File: config.mk
export PLATFORM = sky130hd
export DESIGN_NAME = cell_row_writer
export DESIGN_NICKNAME = d
export VERILOG_FILES = /design/src/rtl/cell_row_pkg.sv /design/src/rtl/row_lane_replace.sv /design/src/rtl/cell_row_writer.sv
export SDC_FILE = /design/constraint.sdc
export NUM_CORES = 1
export LEC_CHECK = 0
export CAP_MARGIN = 20
export CORE_AREA = 4 4 83 85
export CTS_CLUSTER_SIZE = 10
export DETAILED_ROUTE_END_ITERATION = 6
export DIE_AREA = 0 0 87 89
export PLACE_DENSITY = 0.7
export SLEW_MARGIN = 0
export SYNTH_ARGS = -nofsm -noshare
export SYNTH_HDL_FRONTEND = slang
export SYNTH_SLANG_ARGS = --single-unit
File: constraint.sdc
create_clock -name clk -period 3.39 [get_ports clk]
set_input_delay 0.678 -clock clk [delete_from_list [all_inputs] [get_ports clk]]
set_output_delay 0.678 -clock clk [all_outputs]
set_load 0.05 [all_outputs]
File: src/rtl/cell_row_pkg.sv
// Shared constants, state encoding and a lane-read helper for the cell row writer.
// Used by cell_row_writer and row_lane_replace.
package cell_row_pkg;

   localparam int CELLS  = 16;
   localparam int CELL_W = 2;
   localparam int SEL_W  = 4;
   localparam int ROW_W  = CELLS * CELL_W;
   localparam int CNT_W  = SEL_W + 1;

   localparam logic [CELL_W-1:0] CELL_EMPTY = '0;
   localparam logic [SEL_W-1:0]  LAST_IDX   = SEL_W'(CELLS - 1);
   localparam logic [SEL_W-1:0]  IDX_ONE    = SEL_W'(1);
   localparam logic [CNT_W-1:0]  CNT_ONE    = CNT_W'(1);

   typedef enum logic {
      IDLE  = 1'b0,
      CLEAR = 1'b1
   } state_t;

   // Same lane mapping as the 16-to-1 selector: cell i lives at bits [2i+1:2i].
   function automatic logic [CELL_W-1:0] cell_of(input logic [ROW_W-1:0] r,
                                                 input logic [SEL_W-1:0] idx);
      return r[idx*CELL_W +: CELL_W];
   endfunction

endpackage

File: src/rtl/row_lane_replace.sv
// Combinational inverse of the lane selector: returns the row with one lane overwritten.
// Shared by the write path and the clear sweep.
module row_lane_replace #(
   parameter int CELLS  = 16,
   parameter int CELL_W = 2,
   parameter int SEL_W  = 4
) (
   input  logic [CELLS*CELL_W-1:0] row_in,
   input  logic [SEL_W-1:0]        index,
   input  logic [CELL_W-1:0]       data,
   output logic [CELLS*CELL_W-1:0] row_out
);

   always_comb begin
      row_out = row_in;
      row_out[index*CELL_W +: CELL_W] = data;
   end

endmodule

File: src/rtl/cell_row_writer.sv
// Row register of 16 two-bit cells with handshaked single-cell writes and a 16-cycle clear sweep.
// Optional macro CELL_ROW_PROTECT_EN rejects non-zero writes to occupied cells (wr_err pulse).
module cell_row_writer
   import cell_row_pkg::*;
(
   input  logic              clk,
   input  logic              reset,
   input  logic              wr_valid,
   output logic              wr_ready,
   input  logic [SEL_W-1:0]  wr_select,
   input  logic [CELL_W-1:0] wr_data,
   input  logic              clr_req,
   output logic [ROW_W-1:0]  row,
   output logic              busy,
   output logic              wr_ack,
   output logic              wr_err,
   output logic [CNT_W-1:0]  count
);

   state_t            state;
   state_t            state_next;
   logic [SEL_W-1:0]  clr_idx;
   logic [SEL_W-1:0]  lane_idx;
   logic [CELL_W-1:0] lane_data;
   logic [CELL_W-1:0] old_cell;
   logic [ROW_W-1:0]  row_repl;
   logic              accept;
   logic              reject;
   logic              commit;
   logic              row_we;
   logic [CNT_W-1:0]  count_next;

   // A pending clear request blocks the handshake so the sweep always wins.
   always_comb begin
      state_next = state;
      busy       = 1'b0;
      wr_ready   = 1'b0;
      case (state)
         IDLE: begin
            wr_ready = !clr_req;
            if (clr_req) state_next = CLEAR;
         end
         CLEAR: begin
            busy = 1'b1;
            if (clr_idx == LAST_IDX) state_next = IDLE;
         end
         default: state_next = IDLE;
      endcase
   end

   assign accept    = wr_valid && wr_ready;
   assign lane_idx  = busy ? clr_idx : wr_select;
   assign lane_data = busy ? CELL_EMPTY : wr_data;
   assign old_cell  = cell_of(row, lane_idx);

`ifdef CELL_ROW_PROTECT_EN
   assign reject = (wr_data != CELL_EMPTY) && (old_cell != CELL_EMPTY);
`else
   assign reject = 1'b0;
`endif

   assign commit = accept && !reject;
   assign row_we = busy || commit;

   row_lane_replace #(
      .CELLS  (CELLS),
      .CELL_W (CELL_W),
      .SEL_W  (SEL_W)
   ) u_replace (
      .row_in  (row),
      .index   (lane_idx),
      .data    (lane_data),
      .row_out (row_repl)
   );

   // Occupancy only moves when a lane crosses between empty and non-empty.
   always_comb begin
      count_next = count;
      if (busy) begin
         if (old_cell != CELL_EMPTY) count_next = count - CNT_ONE;
      end else if (commit) begin
         if (old_cell == CELL_EMPTY && lane_data != CELL_EMPTY)
            count_next = count + CNT_ONE;
         else if (old_cell != CELL_EMPTY && lane_data == CELL_EMPTY)
            count_next = count - CNT_ONE;
      end
   end

   always_ff @(posedge clk) begin
      if (reset) begin
         state   <= IDLE;
         row     <= '0;
         count   <= '0;
         clr_idx <= '0;
         wr_ack  <= 1'b0;
      end else begin
         state   <= state_next;
         if (row_we) row <= row_repl;
         count   <= count_next;
         clr_idx <= busy ? clr_idx + IDX_ONE : '0;
         wr_ack  <= commit;
      end
   end

`ifdef CELL_ROW_PROTECT_EN
   always_ff @(posedge clk) begin
      if (reset) wr_err <= 1'b0;
      else       wr_err <= accept && reject;
   end
`else
   assign wr_err = 1'b0;
`endif

endmodule

==> run_results.csv <==
group,metric,value,unit
route,drtAntennaViolNets,0,
cells_and_area,drive_above_1_share,10.7,%
route,avgViaCountPerCell,5.39,
power,ir_drop,0.000198,V
clock_network,htreeDepth,2,
synthesis,synth_fa_ha_area_share,2.58,%
synthesis,synth-simple-area-share,29.6,%
power,switching_share,33.3,%
worst_setup_path,worst-endpoint-arrival,3260,ps
timing,clock.fmax,0.325,GHz
synthesis,synthXorXnorAreaFrac,2.52,%
power,power.density,381,mW/mm^2
clock_network,cts_buffers,5,
route,first_pass_iters,4,
synthesis,synth_area_leaders,"dfxtp_1 (35%), nor2_1 (10%), mux2i_1 (5.8%), a21oi_1 (5.4%), nand2_1 (5.1%)",
power,p_leak,1.10,nW
worst_setup_path,crit_fanout,4,
synthesis,netlist_area,0.00243,mm^2
synthesis,yosysSeqAreaShare,35.4,%
placed_design,dp_cells,452,
synthesis,async_reset_ff_share,0,%
synthesis,synth-compound-area-share,15.7,%
clock_network,cts_tree,"yes",
cells_and_area,area_growth,32.6,%
power,seq_power_share,43.9,%
placed_design,gp_congestion,0.979,
synthesis,yosysTopAreaCell,"dfxtp_1",
synthesis,syn-instance-count,316,
synthesis,synth-edff-count,0,
global_routing,antenna_found_initial,0,
clock_network,ctsHoldBuffers,0,
synthesis,synth_flop_cell,"dfxtp_1",
power,p_int,0.819,mW
hold_path,min_path_cells,1,
global_routing,grt_usage,19.3,%
status,status,"finished clean",
power,p_clk_share,26.6,%
timing,drv_slew,0,
timing,clock_skew,2.80,ps
power,power.net_switching,0.409,mW
synthesis,synth_warnings,0,
clock_network,cts_resized,0,
synthesis,synth_nets,331,
clock_network,clk_latency,290,ps
timing,fin_crit,3080,ps
timing,hold_viol,0,
cells_and_area,antenna_cells,0,
synthesis,synth-seq-cells,43,
synthesis,yosysMostFrequentCell,"nor2_1",
route,wl_per_cell,15.3,um
worst_setup_path,crit_type,"input pin to register",
clock_network,clk_transition_reported_paths,80,ps
timing,tns,0,ps
floorplanning,die_area,0.00774,mm^2
cells_and_area,finalInstanceArea,0.00322,mm^2
synthesis,syn_avg_cell_area,7.69,um^2
global_routing,overflow,0,
power,combPwrFrac,29.5,%
global_routing,grt_pass1_vias,2436,
timing,slew_headroom,48.4,%
synthesis,synth_top_family_by_area,"simple AND/OR/NAND/NOR gates",
floorplanning,die_y,89,um
floorplanning,num_rows,29,
global_routing,grt_max_degree,23,
synthesis,synth.mux.area_fraction,10.3,%
floorplanning,ioPinCount,51,
worst_setup_path,required,3570,ps
route,drt_iter0_drc,173,
placed_design,port_buffers,49,
worst_setup_path,reg2regPathDepth,7,
clock_network,cts_root_buffer,"clkbuf_8",
timing,final-setup-viol-count,0,
cells_and_area,fin_cells,459,
clock_network,cts_buffer_depth,2,
floorplanning,initial_core_util,39.1,%
timing,whs,475,ps
synthesis,ys_types,41,
timing,min_period_over_period,90.8,%
timing,grt_setup_unrepaired,"false",
placed_design,dp_hpwl,5460,um
cells_and_area,nFillCells,597,
clock_network,cts_setup_buffers,0,
route,wirelength,7040,um
hold_path,hold_class,"register to register",
floorplanning,fp.dieW,87,um
run,maxCapViolCount,0,
placed_design,dpl_cell_area,0.00313,mm^2
timing,tightestPinTransition,772,ps
route,vias,2476,
global_routing,grt_pass1_wl,11700,um
cells_and_area,nets,397,
synthesis,yosys-top-cells-count,"nor2_1 (67), dfxtp_1 (43), nand2_1 (33)",
worst_setup_path,worstSetupEndpointType,"register",
worst_setup_path,critPathLaunchType,"input pin",
route,drc,0,
synthesis,synth_top_area_share,35.4,%
floorplanning,core_region_area,0.00620,mm^2
clock_network,cts_sinks,43,
-- cells by family (layout without fill, tap and decap cells) --
| group | Yosys count | in the layout |
|---|---|---|
| and+or+nand+nor | 157 | 157 |
| AOI/OAI and AO/OA | 63 | 63 |
| DFF | 43 | 43 |
| buffers and inverters | 21 | 87 |
| muxes | 19 | 19 |
| xor gates and xnor gates | 7 | 7 |
| adders and majority gates | 5 | 5 |
| other | 1 | 1 |
-- sequential cells by signal (all words and copies together) (netlist names) --
name     count
count        5
row         32
state        1
clr_idx      4
wr_ack       1
-- final timing paths --
path         slack [ps]         end         start
max                 310    count[4]  wr_select[1]
min                 470  clr_idx[0]    clr_idx[0]
max reg2reg         460    count[4]         state
min reg2reg         470  clr_idx[0]    clr_idx[0]
-- power groups by stage --
stage | clock network, mW | logic (mW) | registers, mW
CTS | 0.341 | 0.359 | 0.538
floorplan | 0 | 0.196 | 0.585
finish | 0.326 | 0.363 | 0.539
global route | 0.361 | 0.397 | 0.543
detailed placement | 0 | 0.357 | 0.550
global placement | 0 | 0.353 | 0.550
-- layout make-up --
| cell class | count | area, um^2 | share of cell area (%) |
|---|---|---|---|
| Timing Repair Buffer | 73 | 671 | 20.8 |
| Tap cell | 77 | 96.3 | 2.99 |
| Sequential cell | 43 | 861 | 26.7 |
| Multi-Input combinational cell | 252 | 1480 | 45.9 |
| Clock inverter | 1 | 5.00 | 0.155 |
| Clock buffer | 6 | 82.6 | 2.57 |
| Inverter | 7 | 26.3 | 0.816 |
-- stage by stage --
stage               utilization [%]  power (mW)  setup slack [ps]
floorplan                         -       0.781               117
global placement               50.5       0.903              69.5
detailed placement             50.5       0.907             -10.2
CTS                            51.9        1.24               304
global route                   51.9        1.30              95.6
finish                         51.9        1.23               312
-- layout by cell type, fill, tap and decap left out, drive strengths merged, types with 2 or more instances in the layout --
cell	netlist	layout
or3	3	3
dfxtp	43	43
clkdlybuf4s50	0	49
mux2i	15	15
a41oi	2	2
nand3b	2	2
nand2	33	33
nor4b	2	2
a21oi	26	26
inv	7	7
nor2	67	67
nor4	3	3
a211oi	2	2
xor2	2	2
nor3b	2	2
nor2b	4	4
xnor2	5	5
clkbuf	12	6
or2	6	6
o22ai	2	2
a2111o	2	2
a21o	2	2
mux4	3	3
nand4	3	3
nand2b	4	4
nand3	9	9
o21ai	23	23
buf	2	24
nor3	16	16
ha	5	5
-- routing by layer --
| metal | up-vias | share of wire [%] | track usage [%] |
|---|---|---|---|
| met5 | - | 0 | 0 |
| met4 | 0 | 2.9 | 6.80 |
| met3 | 17 | 6.9 | 4.33 |
| met2 | 80 | 47 | 32.4 |
| met1 | 1151 | 44 | 24.3 |
| li1 | 1228 | - | - |
-- critical path: stages --
cell and delay [ps]:
clkdlybuf4s50_1 460, mux2i_4 250, mux4_2 540, and3b_4 200, a2111oi_4 430, nor3_1 120, a41oi_1 240, mux2_1 330
No activity file was read; power rests on OpenSTA's default activity.
